**src/rtl/iob_iob2wishbone_pkg.sv**
```systemverilog
// +----------------------------------------------------------------------+
// | iob_iob2wishbone_pkg: shared state encoding and helpers for the bridge |
// | Rev 1.0                                                              |
// +----------------------------------------------------------------------+
`default_nettype none

package iob_iob2wishbone_pkg;

    typedef enum logic [1:0] {
        ST_IDLE    = 2'd0,
        ST_BUS     = 2'd1,
        ST_BACKOFF = 2'd2,
        ST_RESP    = 2'd3
    } state_t;

    // Counter width able to hold max_val; a zero limit still needs one bit.
    function automatic int cnt_width(input int max_val);
        return (max_val > 0) ? $clog2(max_val + 1) : 1;
    endfunction

endpackage

`default_nettype wire

```
**src/rtl/iob_iob2wishbone_cnt.sv**
```systemverilog
// +----------------------------------------------------------------------+
// | iob_iob2wishbone_cnt: saturating counter with clear, enable, tc flag |
// | Rev 1.0                                                              |
// +----------------------------------------------------------------------+
`default_nettype none

module iob_iob2wishbone_cnt
    import iob_iob2wishbone_pkg::*;
#(
    parameter int MAX = 3
) (
    input  logic clk,
    input  logic rst_n,
    input  logic clr,
    input  logic en,
    output logic tc
);

    localparam int             W     = cnt_width(MAX);
    localparam logic [W-1:0]   MAX_V = W'(MAX);

    logic [W-1:0] count;

    always_ff @(posedge clk) begin
        if (!rst_n) begin
            count <= '0;
        end else if (clr) begin
            count <= '0;
        end else if (en && (count != MAX_V)) begin
            count <= count + 1'b1;
        end
    end

    assign tc = (count == MAX_V);

endmodule

`default_nettype wire

```
**src/rtl/iob_iob2wishbone.sv**
```systemverilog
// +----------------------------------------------------------------------+
// | iob_iob2wishbone: IOb slave to classic Wishbone master bridge        |
// | Rev 1.0                                                              |
// +----------------------------------------------------------------------+
`default_nettype none

module iob_iob2wishbone
    import iob_iob2wishbone_pkg::*;
#(
    parameter int ADDR_W    = 32,
    parameter int DATA_W    = 32,
    parameter int TIMEOUT   = 255,
    parameter int RETRY_MAX = 3
) (
    input  logic                clk_i,
    input  logic                rst_n_i,
    input  logic                valid_i,
    input  logic [ADDR_W-1:0]   address_i,
    input  logic [DATA_W-1:0]   wdata_i,
    input  logic [DATA_W/8-1:0] wstrb_i,
    output logic [DATA_W-1:0]   rdata_o,
    output logic                ready_o,
    output logic                error_o,
    output logic [ADDR_W-1:0]   wb_addr_o,
    output logic [DATA_W-1:0]   wb_data_o,
    output logic [DATA_W/8-1:0] wb_select_o,
    output logic                wb_we_o,
    output logic                wb_cyc_o,
    output logic                wb_stb_o,
    input  logic [DATA_W-1:0]   wb_data_i,
    input  logic                wb_ack_i,
    input  logic                wb_err_i,
    input  logic                wb_rty_i
);

    localparam int   STRB_W     = DATA_W / 8;
    localparam logic TIMEOUT_EN = (TIMEOUT != 0);

    state_t              state;
    logic [ADDR_W-1:0]   addr_r;
    logic [DATA_W-1:0]   wdata_r;
    logic [STRB_W-1:0]   sel_r;
    logic                we_r;
    logic                cyc_r;
    logic                ready_r;
    logic                error_r;
    logic [DATA_W-1:0]   rdata_r;

    logic to_tc;
    logic rty_tc;
    logic to_hit;
    logic bus_retry;
    logic bus_fail;

    assign to_hit = TIMEOUT_EN & to_tc;

    // A non-exhausted retry outranks the timeout; ack outranks everything.
    assign bus_retry = ~wb_ack_i & ~wb_err_i & wb_rty_i & ~rty_tc;
    assign bus_fail  = ~wb_ack_i & (wb_err_i | (wb_rty_i ? rty_tc : to_hit));

    iob_iob2wishbone_cnt #(
        .MAX (TIMEOUT)
    ) u_timeout_cnt (
        .clk   (clk_i),
        .rst_n (rst_n_i),
        .clr   (state != ST_BUS),
        .en    (state == ST_BUS),
        .tc    (to_tc)
    );

    iob_iob2wishbone_cnt #(
        .MAX (RETRY_MAX)
    ) u_retry_cnt (
        .clk   (clk_i),
        .rst_n (rst_n_i),
        .clr   (state == ST_IDLE),
        .en    ((state == ST_BUS) & bus_retry),
        .tc    (rty_tc)
    );

    always_ff @(posedge clk_i) begin
        if (!rst_n_i) begin
            state   <= ST_IDLE;
            addr_r  <= '0;
            wdata_r <= '0;
            sel_r   <= '0;
            we_r    <= 1'b0;
            cyc_r   <= 1'b0;
            ready_r <= 1'b0;
            error_r <= 1'b0;
            rdata_r <= '0;
        end else begin
            case (state)
                ST_IDLE: begin
                    if (valid_i) begin
                        addr_r  <= address_i;
                        wdata_r <= wdata_i;
                        we_r    <= |wstrb_i;
                        sel_r   <= (|wstrb_i) ? wstrb_i : '1;
                        cyc_r   <= 1'b1;
                        state   <= ST_BUS;
                    end
                end
                ST_BUS: begin
                    if (wb_ack_i) begin
                        if (!we_r) begin
                            rdata_r <= wb_data_i;
                        end
                        error_r <= 1'b0;
                        ready_r <= 1'b1;
                        cyc_r   <= 1'b0;
                        state   <= ST_RESP;
                    end else if (bus_fail) begin
                        error_r <= 1'b1;
                        rdata_r <= '1;
                        ready_r <= 1'b1;
                        cyc_r   <= 1'b0;
                        state   <= ST_RESP;
                    end else if (bus_retry) begin
                        cyc_r <= 1'b0;
                        state <= ST_BACKOFF;
                    end
                end
                ST_BACKOFF: begin
                    cyc_r <= 1'b1;
                    state <= ST_BUS;
                end
                ST_RESP: begin
                    ready_r <= 1'b0;
                    error_r <= 1'b0;
                    state   <= ST_IDLE;
                end
                default: begin
                    state <= ST_IDLE;
                end
            endcase
        end
    end

    assign rdata_o     = rdata_r;
    assign ready_o     = ready_r;
    assign error_o     = error_r;
    assign wb_addr_o   = addr_r;
    assign wb_data_o   = wdata_r;
    assign wb_select_o = sel_r;
    assign wb_we_o     = we_r;
    assign wb_cyc_o    = cyc_r;
    assign wb_stb_o    = cyc_r;

endmodule

`default_nettype wire
```
**config.mk**
```make
export PLATFORM = sky130hd
export DESIGN_NAME = iob_iob2wishbone
export DESIGN_NICKNAME = d
export VERILOG_FILES = /design/src/rtl/iob_iob2wishbone_pkg.sv /design/src/rtl/iob_iob2wishbone_cnt.sv /design/src/rtl/iob_iob2wishbone.sv
export SDC_FILE = /design/constraint.sdc
export NUM_CORES = 1
export LEC_CHECK = 0
export ABC_AREA = 0
export CORE_UTILIZATION = 35
export DETAILED_ROUTE_END_ITERATION = 6
export GPL_TIMING_DRIVEN = 0
export PLACE_DENSITY = 0.71
export SLEW_MARGIN = 20
export SYNTH_ARGS = -nofsm -noshare
export SYNTH_HDL_FRONTEND = slang
export SYNTH_HIERARCHICAL = 1
export SYNTH_SLANG_ARGS = --single-unit
```
**constraint.sdc**
```tcl
create_clock -name clk_i -period 2 [get_ports clk_i]
set_input_delay 0.5 -clock clk_i [delete_from_list [all_inputs] [get_ports clk_i]]
set_output_delay 0.5 -clock clk_i [all_outputs]
set_load 0.05 [all_outputs]
```
==> flow_summary.toml <==
[cts]
cts_buffer_depth = 2
numCtsBuffers = 17
cts_htree_levels = 4
clk_pin_slew_ns = 0.05
cts.sinks = 116
cts_tree = "done"
clkLatencyLatePin_ns = 0.41
cts_root_buf = "clkbuf_16"

[synthesis]
yosys_most_used_dff = "dfxtp_1"
ys_types = 47
synth_edf_count = 0
synth.top_cell.area_share = 0.527
synthCells = 464
synth_top_area_cell = "dfxtp_1"
syn_avg_cell_area_sq_um = 9.49
synth-seq-cells = 116
syn-num-nets = 572
seq_area_frac_synth = 0.527
synth_area_leaders = "dfxtp_1 53%, nand2_1 12%, a21boi_0 11%"
async_flop_share = 0
yosys_warnings = 6
synth_area_sq_um = 4400

[place]
place_inst = 842
place_congestion = 0.828
dp_hpwl_um = 9460
port_buffers = 210

[critical_path]
critPathArrivalTime_ns = 2.25
rr_startpoint = "u_timeout_cnt/count[5]"
path_cells = "and4_1, buf_2, and2_4, mux2i_4, a221oi_4, buf_4, buf_6, o221a_2"
slowest_delay_ns = 0.38
endpoint_kind = "flop"
worstPathRequired_ns = 2.35
worstSetupStartpointType = "flop"
slowest_stage = "dfxtp_1"
critical_path_class = "flop to flop"
cp_max_fo = 10
ff2ff_setup_slack_ns = 0.10
reg2reg_depth = 8
reg2reg_to = "rdata_o[1]"

[min_path]
whs_endpoint = "wb_data_o[4]"
hp-start = "wb_data_o[4]"
min_path_type = "flop to flop"
holdPathStages = 2

[cells_and_area]
syn_to_final_growth_pct = 64.5
finalNonFillerCells = 876
nFillCells = 1082
layout-drive-gt1-share = 0.114
nets = 803
antenna_cells = 0

[grt]
grt-ovfl-total = 0
grt_use_met3 = 0.0752
use_met1 = 0.223
grt_pass1_wl_um = 20000
grt_util_met2 = 0.343
grt_max_degree = 17
top_usage_layer = "met2"
antenna_found_initial = 0
grt_use_total = 0.199
grt_pass1_vias = 4170

[sta]
tightest_slew_ns = 0.695
fin_crit_sh = 0.949
rsz0062_at_grt = "false"
clock_skew_ns = 0.00569
period_needed_ns = 1.90
final-hold-violation-count = 0
clock.fmax_mhz = 527
fin_tns_setup_ns = 0
slew-limit-headroom = 0.532
slew_violations = 0
finalSetupViolCount = 0

[detailed_routing]
drcViolationCount = 0
vias_per_cell = 4.77
num_vias = 4180
wl_per_cell_um = 14.3
drt_first_pass_iters = 4
drt_iter0_markers = 220
ant_nets = 0
drt_wl_total_um = 12500

[floorplan]
dieHeight_um = 114
die_w_um = 114
num_io_pins = 211
start_util = 0.362
num_rows = 40
dieArea_sq_um = 13000
core_sq_um = 12200

[power]
irDropWorstVdd_mv = 0.493
cellLeakagePower_nw = 3.14
powerDensity_nw_per_um2 = 977

[status]
status = "finished clean"

[job]
drv_cap = 0
registers in the layout, summed over array words and instances, names as in the netlist:
signal and count:
error_o 1, rdata_o 32, ready_o 1, state 2, u_retry_cnt/count 2, u_timeout_cnt/count 8
wb_addr_o 32, wb_cyc_o 1, wb_data_o 32, wb_select_o 4, wb_we_o 1
metal layers:
metal	routed length, um	vias to the layer above
met4	157	0
met3	860	13
met5	0	-
met2	6300	135
met1	5220	1953
li1	-	2079
timing repair:
item,in CTS,in global routing
hold buffers,0,0
cloned,0,0
setup endpoints to repair,136,69
gates resized for setup,110,8
pin swaps,1,0
setup buffers,2,0
metrics by stage:
stage	power [mW]	utilization	worst slack (ns)	hold slack, ns	cell area (sq um)
after floorplan	3.57	-	0.0853	0.461	4400
after global routing	7.36	0.595	0.00522	0.479	7240
after global placement	4.20	0.552	-0.425	0.445	6720
final	7.07	0.595	0.103	0.457	7240
after detailed placement	4.23	0.552	-0.473	0.455	6720
after CTS	7.15	0.593	0.0327	0.461	7210
worst max-delay path by stage:
stage,start,endpoint,slack (ns)
after floorplan,u_timeout_cnt/count[0],rdata_o[21],0.09
after global placement,rst_n_i,rdata_o[29],-0.43
after detailed placement,rst_n_i,rdata_o[28],-0.47
after CTS,u_timeout_cnt/count[0],rdata_o[10],0.03
after global routing,u_timeout_cnt/count[5],rdata_o[1],0.005
final,u_timeout_cnt/count[5],rdata_o[1],0.10
layout make-up:
cell class / instances / area, sq um / share of cell area
buffer: 34 / 161 / 0.0223
tap: 168 / 210 / 0.0290
clock buffer: 22 / 464 / 0.0641
clock inverter: 10 / 130 / 0.0180
sequential: 116 / 2330 / 0.321
multi-input combinational: 310 / 1940 / 0.268
inverter: 4 / 17.5 / 0.00242
timing repair buffer: 212 / 1990 / 0.275
power breakdown:
part	internal (mW)	switching, mW
Combinational	0.529	0.957
Sequential	2.49	0.0891
Clock	2.01	1.00
cell usage in the layout (no fill, tap or decap), types with 5 or more instances in the layout:
cell / Yosys / layout
nor2_1: 9 / 9
dfxtp_1: 116 / 112
o21ai_0: 8 / 8
a21oi_1: 7 / 7
dlygate4sd2_1: 0 / 105
o221a_2: 24 / 24
clkdlybuf4s50_1: 0 / 104
nand2_1: 137 / 137
buf_2: 5 / 5
nor3_1: 7 / 7
a21boi_0: 62 / 62
clkbuf_1: 25 / 27
o221a_1: 8 / 8
clkbuf_16: 0 / 17
clkinv_2: 0 / 5
logic make-up after synthesis:
logic type,after synthesis,share of synthesized area
simple gates,179,0.178
fa+ha+maj,2,0.00568
flops,116,0.527
buf+inv,38,0.0404
xor+xnor,1,0.00199
compound gates,124,0.237
mux,4,0.00909
worst max-delay path: cells and delay by family, from the launching register on:
kind / cells / cell delay, ns
AO/OA/AOI/OAI: 2 / 0.45
flip-flops: 1 / 0.38
buffers and inverters: 3 / 0.52
AND/OR/NAND/NOR: 2 / 0.39
multiplexers: 1 / 0.08
cell usage after synthesis, types with 2 or more instances:
cell type / count
o211a_1: 2
buf_2: 5
ha_1: 2
a21boi_0: 62
and2_1: 2
nor4_1: 2
a21boi_1: 4
nor2_1: 9
a21oi_1: 7
clkbuf_1: 25
and3_1: 2
nand4_1: 2
o221a_1: 8
inv_1: 3
o21bai_1: 2
buf_6: 3
nor3_1: 7
nand2b_1: 3
o221a_2: 24
dfxtp_1: 116
mux2i_1: 4
nand2_1: 137
and4_1: 2
o21ai_0: 8
(Power assumes the default switching activity.)
